<file path="src/rtl/encoder4_2_db.sv">
// encoder4_2_db: debounced 4-to-2 encoder with valid/ready handoff; ports clk, rst, in_n[3:0], out_ready -> code[1:0], valid, err, press_cnt[7:0]; MULTI_PRIORITY_EN selects priority encoding of multi-line presses instead of an err pulse
module encoder4_2_db #(
  parameter int unsigned DB_CYCLES = 16
) (
  input  logic       clk,
  input  logic       rst,
  input  logic [3:0] in_n,
  input  logic       out_ready,
  output logic [1:0] code,
  output logic       valid,
  output logic       err,
  output logic [7:0] press_cnt
);
  typedef enum logic [1:0] {IDLE, DEBOUNCE, HOLD, WAIT_RELEASE} state_t;
  localparam logic [15:0] LAST = 16'(DB_CYCLES - 1);
  state_t state_q, state_d;
  logic [3:0] meta_q, s_n_q, pat_q, pat_d;
  logic [15:0] cnt_q, cnt_d;
  logic [1:0] code_q, code_d, low_idx;
  logic valid_q, valid_d, err_q, err_d;
  logic [7:0] press_q, press_d;
  assign low_idx = !pat_q[0] ? 2'd0 : !pat_q[1] ? 2'd1 : !pat_q[2] ? 2'd2 : 2'd3;
`ifndef MULTI_PRIORITY_EN
  logic [3:0] zero;
  logic multi;
  assign zero = ~pat_q;
  assign multi = |(zero & (zero - 4'd1));
`endif
  always_comb begin
    state_d = state_q;
    pat_d = pat_q;
    cnt_d = cnt_q;
    code_d = code_q;
    valid_d = valid_q;
    err_d = 1'b0;
    press_d = press_q;
    case (state_q)
      IDLE: if (s_n_q != 4'hf) begin
        pat_d = s_n_q;
        cnt_d = '0;
        state_d = DEBOUNCE;
      end
      DEBOUNCE: if (s_n_q != pat_q) begin
        cnt_d = '0;
        state_d = IDLE;
      end else if (cnt_q == LAST) begin
`ifdef MULTI_PRIORITY_EN
        code_d = low_idx;
        valid_d = 1'b1;
        state_d = HOLD;
`else
        if (multi) begin
          err_d = 1'b1;
          cnt_d = '0;
          state_d = WAIT_RELEASE;
        end else begin
          code_d = low_idx;
          valid_d = 1'b1;
          state_d = HOLD;
        end
`endif
      end else cnt_d = cnt_q + 16'd1;
      HOLD: if (out_ready) begin
        valid_d = 1'b0;
        press_d = press_q + 8'd1;
        cnt_d = '0;
        state_d = WAIT_RELEASE;
      end
      WAIT_RELEASE: if (s_n_q != 4'hf) cnt_d = '0;
        else if (cnt_q == LAST) begin
          cnt_d = '0;
          state_d = IDLE;
        end else cnt_d = cnt_q + 16'd1;
      default: state_d = IDLE;
    endcase
  end
  always_ff @(posedge clk) begin
    if (rst) begin
      meta_q <= 4'hf;
      s_n_q <= 4'hf;
      state_q <= IDLE;
      pat_q <= 4'hf;
      cnt_q <= '0;
      code_q <= '0;
      valid_q <= 1'b0;
      err_q <= 1'b0;
      press_q <= '0;
    end else begin
      meta_q <= in_n;
      s_n_q <= meta_q;
      state_q <= state_d;
      pat_q <= pat_d;
      cnt_q <= cnt_d;
      code_q <= code_d;
      valid_q <= valid_d;
      err_q <= err_d;
      press_q <= press_d;
    end
  end
  assign code = code_q;
  assign valid = valid_q;
  assign err = err_q;
  assign press_cnt = press_q;
endmodule
</file>
<file path="config.mk">
export PLATFORM = sky130hd
export DESIGN_NAME = encoder4_2_db
export DESIGN_NICKNAME = d
export VERILOG_FILES = /design/src/rtl/encoder4_2_db.sv
export SDC_FILE = /design/constraint.sdc
export NUM_CORES = 1
export LEC_CHECK = 0
export CAP_MARGIN = 25
export CORE_ASPECT_RATIO = 0.5
export CORE_MARGIN = 2
export CORE_UTILIZATION = 51
export CTS_BUF_LIST = sky130_fd_sc_hd__clkbuf_8
export CTS_CLUSTER_SIZE = 8
export DETAILED_ROUTE_END_ITERATION = 8
export PLACE_DENSITY = 0.71
export SYNTH_ARGS = -nofsm -noshare
export SYNTH_HDL_FRONTEND = slang
export SYNTH_SLANG_ARGS = --single-unit
</file>
<file path="constraint.sdc">
create_clock -name clk -period 2 [get_ports clk]
set_input_delay 0.2 -clock clk [delete_from_list [all_inputs] [get_ports clk]]
set_output_delay 0.2 -clock clk [all_outputs]
set_load 0.05 [all_outputs]
</file>
== Word level (Yosys, flattened, before mapping) ==
Cells that the tools add are included.

* Flip-flop bits (word level): 42
* Bits in latches: 0
* Bits in writable memories: 0
* Bits in read-only memories: 0
* Input port bits: 7
* Output and inout port bits: 12
* Word-level logic and storage cells: 68
* Memories kept: 0

* Add/subtract/negate cells: 3
* Multiply operators: 0
* Divide/modulo/power cells: 0
* Order comparisons: 0
* Equality and inequality tests: 15
* Shift-type cells: 0
* Muxes and demuxes: 25
* Bitwise gates (word level): 6
* Reduce and logical (&&, ||, !) cells: 10

{| class="wikitable"
|+ Operators by type and width
! operator !! number
|-
| two-way mux 16 bit || 7
|-
| case mux 16 bit (4 select lines) || 1
|-
| adder 16 x 1 -> 16 bit (second input constant) || 1
|-
| equality test 16 x 4 -> 1 bit (second input constant) || 1
|-
| two-way mux 2 bit || 8
|-
| != test 2 bit (second input constant) || 7
|-
| AND reduction 5 bit || 2
|-
| adder 8 x 1 -> 8 bit (second input constant) || 1
|-
| != test 4 bit (second input constant) || 2
|-
| case mux 2 bit (4 select lines) || 1
|-
| OR reduction 4 bit || 2
|-
| two-way mux 1 bit || 7
|-
| bitwise AND 4 bit || 1
|-
| equality test 2 bit (second input constant) || 2
|-
| != test 4 bit || 1
|-
| NOT 1 bit || 4
|-
| NOT 4 bit || 1
|-
| AND reduction 2 bit || 2
|-
| AND reduction 4 bit || 1
|-
| subtractor 4 x 1 -> 4 bit (second input constant) || 1
|-
| != test 3 bit (second input constant) || 1
|-
| AND reduction 3 bit || 1
|-
| equality test 2 x 1 -> 1 bit (second input constant) || 1
|-
| zero test 2 bit || 1
|-
| 2 further kinds || 2
|}

== Depth between registers and ports, before layout ==
* Word-level depth: 8
* Mapped depth: 7
* Depth with buffers taken out: 6

== Worst setup path before layout ==
OpenSTA, ideal clock, no wires.

* Path type: register -> register
* Start point: register cnt_q[0]
* End point: register state_q[0]
* Setup time: 65 ps
* Arrival: 1,670 ps
* Required time: 1,935 ps
* Path slack: 265 ps
* Stages on the path, launching flop included: 7
* Path buffers: 0
* Period minus slack after synthesis: 1,735 ps
* Cells stage by stage: dfxtp_1 -> ha_1 -> and3_1 -> and4_1 -> o311a_2 -> o32a_2 -> nor2_1

* Cells in the longest elaborated chain, start to end: 3
* Elaborated cells between the ends (all ways): 4
* Those cells by class: 3 x eq/ne; 1 x reduce/logical

{| class="wikitable"
|+ RTL lines
! item !! line !! text
|-
| start, declared || 18 || <nowiki>logic [15:0] cnt_q, cnt_d;</nowiki>
|-
| start signal, assigned || 93 || <nowiki>cnt_q <= cnt_d;</nowiki>
|-
| equality test 16 x 4 -> 1 bit (*) || 46, 70 ||
|-
| != test 3 bit (no line) or != test 2 bit (tied branches) || n/a ||
|-
| AND reduction 5 bit (no line) (*) || n/a ||
|-
| end signal, assigned || 91 || <nowiki>state_q <= state_d;</nowiki>
|-
| end, declared || 16 || <nowiki>state_t state_q, state_d;</nowiki>
|}

Mark *: on every way between the ends. The rest lies on a longest branch, timed or not.
A chain may end at the register's enable or synchronous reset.

== Worst setup path in the final report ==
Ends and elaborated chain as after synthesis.

==> impl_metrics.json <==
{
  "utilization_pct": 61.6,
  "ys_seq_area_share_pct": 41.1,
  "synth-edff-count": 0,
  "setup_viol": 0,
  "crit_chain": "ha_1 > and3_1 > and4_1 > o311a_2 > o32a_2 > nor2_1",
  "area_growth_pct": 16.9,
  "leakage_nw": 0.788,
  "crit_family": "compound AO/OA/AOI/OAI gates",
  "synth_fp_nets": 216,
  "clkTransAtPathRegs_ns": 0.08,
  "path_buf_inv": 0,
  "drive_above_1_share_pct": 20.6,
  "ant_nets": 0,
  "avgSynthCellArea_um2": 9.89,
  "yosysTopAreaCellShare_pct": 41.1,
  "slew_headroom_pct": 65.7,
  "min_path_type": "register to register",
  "crit_required_ns": 2.23,
  "fin_tns_setup_ns": 0,
  "postSynthCellCount": 207,
  "die_w_um": 93.6,
  "diodes": 0,
  "fill_cells": 356,
  "worstMarginPinSlew_ns": 0.513,
  "grt_pass1_wl_um": 6710,
  "ctsHtreeMaxLevel": 2,
  "numPortBuffers": 18,
  "crit_fanout": 6,
  "io-pin-count": 19,
  "grt_usage_pct": 18.6,
  "first_pass_iters": 4,
  "rsz0062_at_grt": "no",
  "hpwlAfterDp_um": 2830,
  "critPathMaxStageDelay_ns": 0.37,
  "clock_skew_ns": 0.00741,
  "drc_errors": 0,
  "ctsRootBufferMaster": "clkbuf_8",
  "yosysTopAreaCell": "dfxtp_1",
  "dieArea_um2": 4570,
  "ctsHoldBuffers": 0,
  "detailedRoute.firstIterationViolations": 70,
  "report.power.total_mw": 1.57,
  "avgViaCountPerCell": 5.43,
  "maxCapViolCount": 0,
  "final_common_cell": "dfxtp_1",
  "fmax_ghz": 0.536,
  "ys_async_sr_fraction_pct": 0,
  "placed_area_um2": 2300,
  "power_density_nw_per_um2": 655,
  "clk_latency_ns": 0.29,
  "place_congestion": 0.833,
  "hold_viol": 0,
  "cp.arrival_ns": 2.10,
  "cts.sinks": 42,
  "crit_path_end_kind": "register",
  "cts_tree": "built",
  "grt_start_max_net_pins": 27,
  "totalWireLength_um": 3830,
  "ys_seq_elements": 42,
  "clk_path_buf_depth": 2,
  "period_needed_ns": 1.87,
  "path_class": "register to register",
  "yosys-top-cells-area": "dfxtp_1, xnor2_1, nor2_4, nor2_1, nand3_1",
  "whs_ns": 0.411,
  "wl_per_cell_um": 13.4,
  "die_h_um": 48.8,
  "ys.flop_type": "dfxtp_1",
  "netlist_area_um2": 2050,
  "cts_buffers": 5,
  "ir_worst_vdd_v": 0.000402,
  "fin_nets": 241,
  "netlist-cell-type-count": 50,
  "antenna_found_initial": 0,
  "critical-path-slowest-cell": "o32a_2",
  "vias": 1557,
  "layout_common_cells": "dfxtp_1, nor2_1, clkdlybuf4s50_1",
  "start_util_pct": 52.7,
  "grt-ovfl-total": 0,
  "stdcell_area_um2": 2390,
  "yosysWarnings": 0,
  "grt_pass1_vias": 1487,
  "fin_crit_sh_pct": 93.3,
  "rows": 16,
  "core_um2": 3880,
  "status": "finished clean",
  "start_kind": "register",
  "drv_slew": 0
}
## sequential cells by signal, summed over array words and instances, names as in the netlist, named ones only
register and flops:
cnt_q 16, code 2, err 1, meta_q 4, pat_q 4, press_cnt 8, s_n_q 4, state_q 1
valid 1
## where the power goes
| group | leakage, nW | switching (mW) | total [mW] | internal [mW] |
|---|---|---|---|---|
| registers | 0.342 | 0.0190 | 0.872 | 0.853 |
| logic | 0.397 | 0.0905 | 0.169 | 0.0788 |
| clock network | 0.0493 | 0.284 | 0.526 | 0.241 |
## repair_timing
| action | in CTS | in global routing |
|---|---|---|
| endpoints found under the setup margin | 0 | 6 |
| gates resized for setup | 0 | 1 |
| endpoints found under the hold margin | 0 | 0 |
| setup buffers | 0 | 0 |
## worst paths after layout
check                           slack [ns]  cells after the start       from    endpoint
worst max register to register        0.13                      6   cnt_q[0]  state_q[0]
worst max-delay path                  0.13                      6   cnt_q[0]  state_q[0]
worst min-delay path                  0.41                      1  meta_q[1]    s_n_q[1]
worst min register to register        0.41                      1  meta_q[1]    s_n_q[1]
## through the flow
stage,instances,setup WS [ns]
floorplan,207,0.265
global placement,279,0.181
detailed placement,279,0.136
CTS,287,0.115
global route,287,0.0156
finish,287,0.134
## logic make-up after synthesis
family                     Yosys count  synth area share, %
AOI/OAI and AO/OA                   29                 11.3
xor gates and xnor gates            21                 8.99
adders and majority gates            2                 1.22
buffers and inverters               11                 3.61
DFF                                 42                 41.1
muxes                                1                0.489
and+or+nand+nor                    101                 33.3
## routing by layer
layer,vias up,track usage (%),share of wire (%)
met5,-,0,0
met4,0,5.31,1.0
met3,4,5.72,4.4
met2,27,30.9,47
met1,738,23.7,47
li1,788,-,-
## final cells by class
class	count	area, um^2	share of cell area [%]
Timing Repair Buffer	26	253	10.6
Inverter	3	11.3	0.471
Clock buffer	5	68.8	2.88
Sequential cell	42	842	35.2
Multi-Input combinational cell	154	1130	47.3
Tap cell	54	67.6	2.82
Clock inverter	3	17.5	0.732
## synth_stat cells (2+ instances only)
| cell | count |
|---|---|
| a21oi_1 | 7 |
| and3_1 | 3 |
| and4_1 | 4 |
| buf_4 | 2 |
| clkbuf_1 | 3 |
| dfxtp_1 | 42 |
| ha_1 | 2 |
| inv_1 | 3 |
| nand2_1 | 8 |
| nand2b_1 | 4 |
| nand3_1 | 13 |
| nand4_1 | 5 |
| nor2_1 | 20 |
| nor2_4 | 10 |
| nor3_1 | 8 |
| nor4_1 | 2 |
| nor4_4 | 3 |
| o211ai_1 | 2 |
| o21ai_0 | 2 |
| o21ai_1 | 3 |
| o21bai_1 | 2 |
| o22ai_1 | 2 |
| o31ai_1 | 2 |
| or2_2 | 8 |
| or3_1 | 2 |
| or4_1 | 2 |
| xnor2_1 | 16 |
| xor2_1 | 5 |
No activity file was read; power rests on OpenSTA's default activity.
